File: src/rtl/fp_pkg.sv
// Shared definitions for the binary32 multiplier pre-normalisation stage:
// field widths and slice positions, class encodings, FSM state codes and
// the per-operand unpack record produced by the classifier.
package fp_pkg;

  localparam int unsigned BIAS        = 127;
  localparam int unsigned EXP_W       = 10;
  localparam int unsigned MAN_W       = 24;
  localparam int unsigned WORD_W      = 32;
  localparam int unsigned EXP_FIELD_W = 8;
  localparam int unsigned FRAC_W      = 23;

  // binary32 field slice positions
  localparam int unsigned SIGN_POS = 31;
  localparam int unsigned EXP_HI   = 30;
  localparam int unsigned EXP_LO   = 23;
  localparam int unsigned FRAC_HI  = 22;
  localparam int unsigned FRAC_LO  = 0;

  // operand / result class encodings
  localparam logic [1:0] CLS_NORMAL = 2'b00;
  localparam logic [1:0] CLS_ZERO   = 2'b01;
  localparam logic [1:0] CLS_INF    = 2'b10;
  localparam logic [1:0] CLS_NAN    = 2'b11;

  // FSM state encoding
  localparam logic [2:0] ST_IDLE  = 3'd0;
  localparam logic [2:0] ST_CLASS = 3'd1;
  localparam logic [2:0] ST_NORM  = 3'd2;
  localparam logic [2:0] ST_EXP   = 3'd3;
  localparam logic [2:0] ST_DONE  = 3'd4;

  // Unpacked operand: sign, class, working exponent, hidden-bit significand,
  // and whether the significand still needs left-normalisation.
  typedef struct packed {
    logic             sign;
    logic [1:0]       cls;
    logic [EXP_W-1:0] exp;
    logic [MAN_W-1:0] sig;
    logic             sub;
  } operand_t;

endpackage

File: src/rtl/fp_operand_classify.sv
// Combinational unpack of one binary32 operand.
//   op     : binary32 operand
//   info_c : sign, class, working exponent (10-bit), 24-bit significand,
//            subnormal flag
module fp_operand_classify
  import fp_pkg::*;
(
  input  logic [WORD_W-1:0] op,
  output operand_t          info_c
);

  logic [EXP_FIELD_W-1:0] e;
  logic [FRAC_W-1:0]      f;

  assign e = op[EXP_HI:EXP_LO];
  assign f = op[FRAC_HI:FRAC_LO];

  // Specials carry zero exponent/significand; subnormals use exponent 1.
  always_comb begin
    info_c      = '0;
    info_c.sign = op[SIGN_POS];
    if (e == '0) begin
      if (f == '0) begin
        info_c.cls = CLS_ZERO;
      end else begin
        info_c.cls = CLS_NORMAL;
        info_c.sub = 1'b1;
        info_c.exp = EXP_W'(1);
        info_c.sig = {1'b0, f};
      end
    end else if (e == '1) begin
      info_c.cls = (f == '0) ? CLS_INF : CLS_NAN;
    end else begin
      info_c.cls = CLS_NORMAL;
      info_c.exp = EXP_W'(e);
      info_c.sig = {1'b1, f};
    end
  end

endmodule

File: src/rtl/fp_mult_prenorm.sv
// Pre-normalisation / unpack stage of the binary32 multiplier.
//   clk, rst_n           : clock, async active-low reset
//   in_valid/in_ready    : operand pair handshake (ready only when idle)
//   a_in, b_in           : binary32 operands
//   out_valid/out_ready  : result handshake, outputs held while stalled
//   sign_out             : product sign
//   exp_out              : expA + expB - BIAS, 10-bit two's complement
//   frac_a_out/frac_b_out: normalised 24-bit significands
//   class_out            : 00 normal, 01 zero, 10 infinity, 11 NaN
module fp_mult_prenorm
  import fp_pkg::*;
(
  input  logic              clk,
  input  logic              rst_n,
  input  logic              in_valid,
  output logic              in_ready,
  input  logic [WORD_W-1:0] a_in,
  input  logic [WORD_W-1:0] b_in,
  output logic              out_valid,
  input  logic              out_ready,
  output logic              sign_out,
  output logic [EXP_W-1:0]  exp_out,
  output logic [MAN_W-1:0]  frac_a_out,
  output logic [MAN_W-1:0]  frac_b_out,
  output logic [1:0]        class_out
);

  logic [2:0]        state, state_n;
  logic [WORD_W-1:0] a_q, a_n, b_q, b_n;
  logic [EXP_W-1:0]  exp_a, exp_a_n, exp_b, exp_b_n;
  logic [MAN_W-1:0]  sig_a, sig_a_n, sig_b, sig_b_n;
  logic              in_ready_n, out_valid_n, sign_n;
  logic [EXP_W-1:0]  exp_out_n;
  logic [MAN_W-1:0]  frac_a_n, frac_b_n;
  logic [1:0]        class_n;

  operand_t   info_a_c, info_b_c;
  logic [1:0] pair_cls_c;

  fp_operand_classify u_cls_a (.op(a_q), .info_c(info_a_c));
  fp_operand_classify u_cls_b (.op(b_q), .info_c(info_b_c));

  // Pair class priority: NaN (incl. inf x zero), then inf, then zero.
  always_comb begin
    pair_cls_c = CLS_NORMAL;
    if (info_a_c.cls == CLS_NAN || info_b_c.cls == CLS_NAN ||
        (info_a_c.cls == CLS_INF && info_b_c.cls == CLS_ZERO) ||
        (info_a_c.cls == CLS_ZERO && info_b_c.cls == CLS_INF)) begin
      pair_cls_c = CLS_NAN;
    end else if (info_a_c.cls == CLS_INF || info_b_c.cls == CLS_INF) begin
      pair_cls_c = CLS_INF;
    end else if (info_a_c.cls == CLS_ZERO || info_b_c.cls == CLS_ZERO) begin
      pair_cls_c = CLS_ZERO;
    end
  end

  // State register and all datapath/output registers.
  always_ff @(posedge clk or negedge rst_n) begin
    if (!rst_n) begin
      state      <= ST_IDLE;
      a_q        <= '0;
      b_q        <= '0;
      exp_a      <= '0;
      exp_b      <= '0;
      sig_a      <= '0;
      sig_b      <= '0;
      in_ready   <= 1'b1;
      out_valid  <= 1'b0;
      sign_out   <= 1'b0;
      exp_out    <= '0;
      frac_a_out <= '0;
      frac_b_out <= '0;
      class_out  <= CLS_NORMAL;
    end else begin
      state      <= state_n;
      a_q        <= a_n;
      b_q        <= b_n;
      exp_a      <= exp_a_n;
      exp_b      <= exp_b_n;
      sig_a      <= sig_a_n;
      sig_b      <= sig_b_n;
      in_ready   <= in_ready_n;
      out_valid  <= out_valid_n;
      sign_out   <= sign_n;
      exp_out    <= exp_out_n;
      frac_a_out <= frac_a_n;
      frac_b_out <= frac_b_n;
      class_out  <= class_n;
    end
  end

  // Next-state and next-value logic.
  always_comb begin
    state_n     = state;
    a_n         = a_q;
    b_n         = b_q;
    exp_a_n     = exp_a;
    exp_b_n     = exp_b;
    sig_a_n     = sig_a;
    sig_b_n     = sig_b;
    out_valid_n = out_valid;
    sign_n      = sign_out;
    exp_out_n   = exp_out;
    frac_a_n    = frac_a_out;
    frac_b_n    = frac_b_out;
    class_n     = class_out;

    case (state)
      ST_IDLE: begin
        if (in_valid && in_ready) begin
          a_n     = a_in;
          b_n     = b_in;
          state_n = ST_CLASS;
        end
      end
      ST_CLASS: begin
        sign_n  = info_a_c.sign ^ info_b_c.sign;
        exp_a_n = info_a_c.exp;
        exp_b_n = info_b_c.exp;
        sig_a_n = info_a_c.sig;
        sig_b_n = info_b_c.sig;
        class_n = pair_cls_c;
        if (pair_cls_c != CLS_NORMAL) begin
          exp_out_n = '0;
          frac_a_n  = '0;
          frac_b_n  = '0;
          state_n   = ST_DONE;
        end else if (info_a_c.sub || info_b_c.sub) begin
          state_n = ST_NORM;
        end else begin
          state_n = ST_EXP;
        end
      end
      ST_NORM: begin
        // Operands already normalised simply hold; the other keeps shifting.
        if (!sig_a[MAN_W-1]) begin
          sig_a_n = {sig_a[MAN_W-2:0], 1'b0};
          exp_a_n = exp_a - EXP_W'(1);
        end
        if (!sig_b[MAN_W-1]) begin
          sig_b_n = {sig_b[MAN_W-2:0], 1'b0};
          exp_b_n = exp_b - EXP_W'(1);
        end
        if (sig_a_n[MAN_W-1] && sig_b_n[MAN_W-1]) begin
          state_n = ST_EXP;
        end
      end
      ST_EXP: begin
        exp_out_n = exp_a + exp_b - EXP_W'(BIAS);
        frac_a_n  = sig_a;
        frac_b_n  = sig_b;
        state_n   = ST_DONE;
      end
      ST_DONE: begin
        // First DONE cycle raises out_valid; handshake returns to IDLE.
        if (out_valid && out_ready) begin
          out_valid_n = 1'b0;
          state_n     = ST_IDLE;
        end else begin
          out_valid_n = 1'b1;
        end
      end
      default: begin
        state_n = ST_IDLE;
      end
    endcase

    in_ready_n = (state_n == ST_IDLE);
  end

endmodule
File: config.mk
export PLATFORM = sky130hd
export DESIGN_NAME = fp_mult_prenorm
export DESIGN_NICKNAME = d
export VERILOG_FILES = /design/src/rtl/fp_pkg.sv /design/src/rtl/fp_operand_classify.sv /design/src/rtl/fp_mult_prenorm.sv
export SDC_FILE = /design/constraint.sdc
export NUM_CORES = 1
export LEC_CHECK = 0
export CAP_MARGIN = 25
export CORE_MARGIN = 2
export CORE_UTILIZATION = 35
export CTS_CLUSTER_SIZE = 30
export DETAILED_ROUTE_END_ITERATION = 6
export DONT_BUFFER_PORTS = 1
export GPL_ROUTABILITY_DRIVEN = 0
export SLEW_MARGIN = 25
export SYNTH_ARGS = -nofsm -noshare
export SYNTH_HDL_FRONTEND = slang
export SYNTH_SLANG_ARGS = --single-unit
File: constraint.sdc
create_clock -name clk -period 7.4 [get_ports clk]
set_input_delay 1.11 -clock clk [delete_from_list [all_inputs] [get_ports clk]]
set_output_delay 1.11 -clock clk [all_outputs]
set_load 0.1 [all_outputs]
==> results of run 1 <==
==> state kept, by name, indices dropped and copies added (netlist names) <==
register and count:
in_ready 1, frac_b_out 24, state 3, exp_a 10, sign_out 1, exp_out 10
frac_a_out 24, out_valid 1, sig_b 24, exp_b 10, class_out 2, sig_a 24
b_q 32, a_q 32
==> cell families (layout without fill, tap and decap cells) <==
kind of cell / Yosys count / in the layout / share of synthesized area
compound gates: 178 / 178 / 0.165
xor+xnor: 13 / 13 / 0.0132
fa+ha+maj: 20 / 20 / 0.0300
buf+inv: 61 / 57 / 0.0276
flops: 198 / 198 / 0.576
mux: 64 / 64 / 0.0837
other cells: 0 / 1 / 0
simple gates: 163 / 163 / 0.104
==> synth_stat cells, types with 3 or more instances <==
cell,n
nor2_1,38
xor2_1,3
nand2_1,19
nor3_1,14
a21oi_1,14
dfrtp_1,197
a22oi_1,4
mux2_2,64
nand4_1,7
or3_1,6
a221o_1,44
o21ai_0,33
nor4_1,12
xnor2_1,10
a22o_1,56
and3_1,43
o2bb2ai_1,3
inv_1,19
nand3_1,5
a32oi_1,7
nand2b_1,5
clkbuf_1,39
ha_1,19
==> layer usage <==
metal,track usage,up-vias,part of all wire
li1,-,2614,-
met1,0.227,2830,0.47
met2,0.243,150,0.46
met3,0.0555,9,0.069
met4,0.0386,2,0.0068
met5,0,-,0.00053
==> per-stage QoR <==
step | setup WS, ns | hold WS [ns] | std cells | cell area, um2
after CTS | 4.59 | 0.350 | 1017 | 9510
after global placement | 4.58 | 0.496 | 985 | 8910
after floorplan | 5.04 | 0.453 | 697 | 8610
after detailed placement | 4.60 | 0.499 | 985 | 8910
after global routing | 4.42 | 0.343 | 1017 | 9520
final | 4.55 | 0.372 | 1018 | 9520
==> critical path, stage by stage (launching register included) <==
cell      delay, ns
dfrtp_1        0.45
nor3b_2        0.87
nand2b_1       0.72
and3_1         0.44
a221o_1        0.26
==> area by class of cell <==
class	instances	area, um2	area share
Multi-Input combinational cell	438	3430	0.361
Clock inverter	13	161	0.0170
Timing Repair Buffer	6	45.0	0.00473
Inverter	19	71.3	0.00749
Clock buffer	19	443	0.0465
Sequential cell	198	4960	0.521
Antenna cell	1	2.50	0.000263
Tap cell	324	405	0.0426
==> worst max-delay path by stage <==
stage                            to  slack [ns]
final                      sig_a[9]        4.55
after global routing       sig_b[3]        4.42
after CTS                  sig_a[9]        4.59
after detailed placement  sig_a[10]        4.60
after global placement     in_ready        4.58
after floorplan             a_q[14]        5.04
==> layout by cell type, fill, tap and decap left out, drive strengths merged, types with 19 or more instances in the layout <==
| cell | count |
|---|---|
| inv | 26 |
| and3 | 43 |
| ha | 19 |
| nor2 | 39 |
| mux2 | 64 |
| a22o | 56 |
| o21ai | 33 |
| a221o | 44 |
| clkbuf | 19 |
| dfrtp | 197 |
| nand2 | 19 |
==> flow_metrics.tcl, run 1 <==
set metrics [dict create \
    post-route-min-period_ns 2.85 \
    tightest_slew_ns 1.02 \
    synth.distinct_cells 52 \
    drcViolationCount 0 \
    hold_path.class "input port to asynchronous set/reset pin" \
    synthTopCellsByArea "dfrtp_1, mux2_2, a22o_1, a221o_1, and3_1" \
    num-fill-cells 2327 \
    arrival_ns 3.17 \
    syn_inst 697 \
    endpoint_kind "register" \
    track_usage 0.162 \
    numCtsBuffers 17 \
    nets 768 \
    antenna_found_initial 3 \
    cts_setup_buffers 0 \
    ant_nets 0 \
    rows 57 \
    drt-wirelength-per-cell_um 20.4 \
    worstSetupStartpointType "register" \
    worstRegToRegCells 4 \
    finalMaxSlewViolations 0 \
    grt_pass1_vias 5573 \
    grt_setup_unrepaired "false" \
    grt_overflow_total 0 \
    first_pass_iters 6 \
    cts-root-buf "clkbuf_16" \
    synth_top_area_cell "dfrtp_1" \
    syn-num-nets 785 \
    ys_seq_elements 198 \
    finalHoldViolCount 0 \
    setup_tns_ns 0 \
    drt_iter0_drc 402 \
    die-area_um2 25900 \
    yosys_warnings 0 \
    cts.sinks 198 \
    max_freq_mhz 351 \
    skew_ns 0.0201 \
    syn_avg_cell_area_um2 12.3 \
    synth_edf_count 0 \
    cts_buffer_depth 2 \
    ctsResizeCount 0 \
    wirelength_mm 20.7 \
    cts_tree "built" \
    initial_core_util 0.355 \
    worstSkewPairLatency_ns 0.44 \
    r2r_end "sig_a[9]" \
    die_h_um 161 \
    ys_seq_area_frac 0.576 \
    dp_hpwl_mm 13.8 \
    syn_to_final_growth_pct 10.6 \
    io_buffers 0 \
    status "complete, no violations" \
    holdBufCountCts 0 \
    finalSetupViolCount 0 \
    r2r-start "state[1]" \
    cp-startpoint "state[1]" \
    syn-cell-area_um2 8610 \
    final_core_util 0.393 \
    worstPathRequired_ns 7.72 \
    cap_violations 0 \
    crit_fanout 22 \
    synth.top_cell.area_share 0.573 \
    clk_pin_slew_ns 0.07 \
    core-area_um2 24200 \
    num_vias 5605 \
    period_share 0.385 \
    relSlewSlack 0.314 \
    grt_pass1_wl_mm 32.8 \
    io_pins 131 \
    criticalPathCategory "register to register" \
    die_w_um 161 \
    cts_max_level 4 \
    async_flop_share 1.00 \
    synth_ff_type "dfrtp_1" \
    drive_gt1_frac 0.165 \
    viasPerCell 5.51 \
    r2r_setup_slack_ns 4.55 \
    grt_max_degree 199 \
]
Power of run 1 is left out: the tool's default activity adds up to more than one toggle a clock period on the data nets, which glitch-free logic cannot reach.
==> run 2, diff against run 1 <==
==> constraint.sdc (replaced) <==
create_clock -name clk -period 2.57 [get_ports clk]
set_input_delay 0.3855 -clock clk [delete_from_list [all_inputs] [get_ports clk]]
set_output_delay 0.3855 -clock clk [all_outputs]
set_load 0.1 [all_outputs]
==> flow_metrics.tcl, run 2 (synthesis results as in run 1) <==
set metrics [dict create \
    die-area_um2 25900 \
    dr_wl_met2_mm 9.80 \
    grt_pass1_wl_mm 33.5 \
    viasPerCell 5.55 \
    cp-startpoint "exp_a[1]" \
    criticalPathCategory "register to register" \
    cp-endpoint "exp_out[9]" \
    nets 789 \
    worstSetupStartpointType "register" \
    drive_gt1_frac 0.193 \
    worstRegToRegCells 9 \
    cp.depth 9 \
    worstPathRequired_ns 2.90 \
    num-fill-cells 2327 \
    wl_met1_mm 9.48 \
    rows 57 \
    syn_to_final_growth_pct 13.2 \
    io_pins 131 \
    cts-root-buf "clkbuf_16" \
    finalMaxSlewViolations 0 \
    drt_iter0_drc 417 \
    tightest_slew_ns 0.974 \
    skew_ns 0.0235 \
    antenna_found_initial 2 \
    layout_commonest_cell "dfrtp_1" \
    arrival_ns 2.73 \
    cts_buffer_depth 2 \
    drcViolationCount 0 \
    crit_buf_inv 1 \
    r2r-start "exp_a[1]" \
    track_usage 0.166 \
    dr_wl_met3_mm 1.48 \
    reg_top3 "a_q x32, b_q x32" \
    wirelength_mm 20.9 \
    grt_max_degree 199 \
    max_freq_mhz 417 \
    hold_path.class "input port to asynchronous set/reset pin" \
    cap_violations 0 \
    whs_ns -0.357 \
    r2r_end "exp_out[9]" \
    cts.sinks 198 \
    cpPeakStageDelay_ns 0.41 \
    initial_core_util 0.355 \
    relSlewSlack 0.348 \
    numCtsBuffers 17 \
    first_pass_iters 4 \
    num_vias 5766 \
    violations "negative hold slack" \
    endpoint_kind "register" \
    dp_hpwl_mm 14.2 \
    post-route-min-period_ns 2.40 \
    grt_pass1_vias 5686 \
    crit_family "adder cells" \
    finalHoldViolCount 198 \
    crit_fanout 3 \
    die_h_um 161 \
    r2r_setup_slack_ns 0.17 \
    grt_overflow_total 0 \
    period_share 0.933 \
    path_common_cell "ha_1" \
    io_buffers 0 \
    slowest_stage "dfrtp_1" \
    top_layer_used "met5" \
    clk_pin_slew_ns 0.07 \
    die_w_um 161 \
    core-area_um2 24200 \
    cts_max_level 4 \
    setup_tns_ns 0 \
    layout_common_cells "dfrtp_1, mux2_2, a22o_1" \
    drt-wirelength-per-cell_um 20.2 \
    ant_nets 0 \
    cts_tree "built" \
    worstSkewPairLatency_ns 0.44 \
    path_cells "ha_1 -> ha_1 -> inv_1 -> fa_2 -> nor2b_2 -> o2111a_1 -> nor3_1 -> or3_1 -> a32o_1" \
    grt_setup_unrepaired "false" \
    finalSetupViolCount 0 \
    status "finished with violations" \
]
==> run 2: cell count changes in the layout (fill, tap and decap cells not counted), moves of 2 or more <==
cell	delta
clkinvlp_4	-2
buf_12	+3
clkinv_4	+2
buf_4	+18
==> run 2: cell type report <==
class                   count  area [um2]  share of cell area
well taps                 324         405              0.0416
clock buffers              18         439              0.0451
clock inverters            14         188              0.0193
repair buffers             27         240              0.0247
diodes                      1        2.50            0.000257
flip-flops and latches    198        4960               0.509
inverters                  19        71.3             0.00732
multi-input cells         438        3440               0.353
==> run 2: stage by stage <==
step	setup WS (ns)	instances	area, um2	utilization	hold slack (ns)
2_1_floorplan	0.231	697	8610	-	0.0899
3_3_place_gp	0.135	1006	9100	0.375	0.0986
3_5_place_dp	0.0920	1006	9100	0.375	0.0988
4_1_cts	0.0792	1038	9730	0.401	-0.369
5_1_grt	0.0270	1038	9740	0.402	-0.376
6_report	0.173	1039	9740	0.402	-0.357
==> run 2: worst min-delay path by stage <==
stage / endpoint / slack, ns
6_report: frac_a_out[16] / -0.36
5_1_grt: frac_a_out[18] / -0.38
4_1_cts: a_q[20] / -0.37
3_3_place_gp: frac_a_out[17] / 0.1
3_5_place_dp: frac_a_out[17] / 0.1
2_1_floorplan: a_q[0] / 0.09
==> run 2: repair_timing <==
| item | in CTS | in global routing |
|---|---|---|
| hold endpoints to repair | 198 | 198 |
| resized for setup | 0 | 2 |
| endpoints found under the setup margin | 0 | 1 |
| buffers inserted | 0 | 0 |
==> run 2: per-layer routing <==
metal / vias to the layer above / global-route usage
met3: 11 / 0.0524
met1: 2940 / 0.230
li1: 2665 / -
met4: 2 / 0.0398
met2: 148 / 0.255
met5: - / 0
==> run 2: worst register-to-register path, stage by stage (launching register included) <==
cell and delay, ns:
dfrtp_1 0.41, ha_1 0.30, ha_1 0.16, inv_1 0.06, fa_2 0.35, nor2b_2 0.14, o2111a_1 0.21, nor3_1 0.07
or3_1 0.36, a32o_1 0.24
Power of run 2 is left out for the same reason.
==> edit: new RTL, settings of run 1 <==
The package constant `EXP_W` goes from 10 to 20.
--- a/src/rtl/fp_pkg.sv
+++ b/src/rtl/fp_pkg.sv
@@ -5,5 +5,5 @@
 
   localparam int unsigned BIAS        = 127;
-  localparam int unsigned EXP_W       = 10;
+  localparam int unsigned EXP_W       = 20;
   localparam int unsigned MAN_W       = 24;
   localparam int unsigned WORD_W      = 32;
Ports: changed (resized exp_out); port bits go from 131 to 141. No check against the original RTL was run, so the function may have changed too.
==> edit against run 1 <==
  * Sequential cell count grew 30
  * Critical path type unchanged
  * Final area grew 28%
  * Maximum frequency shrank 6.3%
  * Worst setup slack lost 0.19 ns
  * Synthesized area grew 26%
  * Via count grew 37%
  * Routed wire length grew 30%
Power is not shown: default switching activity piles up to over one toggle a cycle in this logic, so the estimate is an artifact.
==> edit: results (changes against run 1) <==
via_count_of_the_first_global_routing_pass: 7675  # was 5573
critPathMaxFanout: 33  # was 22
drt-pass1-iter-count: 4  # was 6
detailedRoute.firstIterationViolations: 457  # was 402
synth.cells.most_frequent: "sky130_fd_sc_hd__dfrtp_1 (227), sky130_fd_sc_hd__nor2_1 (71), sky130_fd_sc_hd__nand2_1 (68), sky130_fd_sc_hd__mux2_2 (64), sky130_fd_sc_hd__inv_1 (58)"  # was sky130_fd_sc_hd__dfrtp_1 (197), sky130_fd_sc_hd__mux2_2 (64), sky130_fd_sc_hd__a22o_1 (56), sky130_fd_sc_hd__a221o_1 (44), sky130_fd_sc_hd__and3_1 (43)
post_route_cells_drive_above_1_share_pct: 13.1  # was 16.5%
synth.area.top_cells: "sky130_fd_sc_hd__dfrtp_1 (53%), sky130_fd_sc_hd__mux2_2 (6.7%), sky130_fd_sc_hd__ha_1 (4.5%), sky130_fd_sc_hd__a22o_1 (4.2%), sky130_fd_sc_hd__nor2_1 (2.5%)"  # was sky130_fd_sc_hd__dfrtp_1 (57%), sky130_fd_sc_hd__mux2_2 (8.4%), sky130_fd_sc_hd__a22o_1 (5.7%), sky130_fd_sc_hd__a221o_1 (5.1%), sky130_fd_sc_hd__and3_1 (3.1%)
synth_seq_area_share_pct: 52.8  # was 57.6%
detail_route.wirelength_mm: 27.0  # was 20.7 mm
place.detailed.hpwl_mm: 18.3  # was 13.8 mm
layout.core_utilization_pct: 39.8  # was 39.3%
dp_slack_ns: 4.17  # was 4.60 ns
worst_setup_sp: "in_ready$_DFF_PN1_"  # was state[1]$_DFF_PN0_
post_synth_num_cell_types: 56  # was 52
final.period_utilization_pct: 41.1  # was 38.5%
netlist_instances: 1016  # was 697
area_of_placed_instances_sq_um: 11200  # was 8910 sq um
grt_use_total_pct: 16.6  # was 16.2%
fillerInstances: 2902  # was 2327
drt-wirelength-per-cell_um: 19.1  # was 20.4 um
post-place-cells: 1363  # was 985
grt_max_degree: 229  # was 199
clock_path_buffers: 3  # was 2
antenna_found_initial: 10  # was 3
crit_path_top_delay_cell: "sky130_fd_sc_hd__dfstp_2"  # was sky130_fd_sc_hd__nor3b_2
timing.slew.headroom_pct: 32.9  # was 31.4%
design.final.nets: 1104  # was 768
timing.rr.start: "in_ready$_DFF_PN1_"  # was state[1]$_DFF_PN0_
routed_via_density: 5.42  # was 5.51
timing.clock.skew_ns: 0.0155  # was 0.0201 ns
critPathCapture: "a_q[31]$_DFFE_PN0P_"  # was sig_a[9]$_DFFE_PN0P_
run_status: "complete, no violations"  # unchanged
-- edit: final cells by class --
| type | instances | share of cell area, % |
|---|---|---|
| sequential | 228 | 47.0 |
| multi-input combinational | 673 | 38.7 |
| tap | 396 | 4.08 |
| clock inverter | 8 | 1.18 |
| antenna | 8 | 0.165 |
| inverter | 58 | 1.79 |
| timing repair buffer | 9 | 0.721 |
| clock buffer | 37 | 6.37 |
-- edit: layer usage --
layer  GRT usage [%]  share of wire [%]  vias up  routed length, um
li1                -                  -     3664                  -
met2            25.4                 45      168              12200
met3            5.29                7.1       52               1930
met1            22.4                 45     3787              12100
met4            5.40                3.0        6                802
met5               0               0.14        -                 38
-- edit: kinds of logic (layout without fill, tap and decap cells) --
logic type,count (synthesis),after routing,synth area share [%]
and+or+nand+nor,307,307,14.2
DFF,228,228,52.8
AOI/OAI and AO/OA,227,227,14.7
buffers and inverters,115,112,4.06
muxes,65,65,6.76
adders and majority gates,40,40,4.70
xor gates and xnor gates,34,34,2.76
other,0,8,0
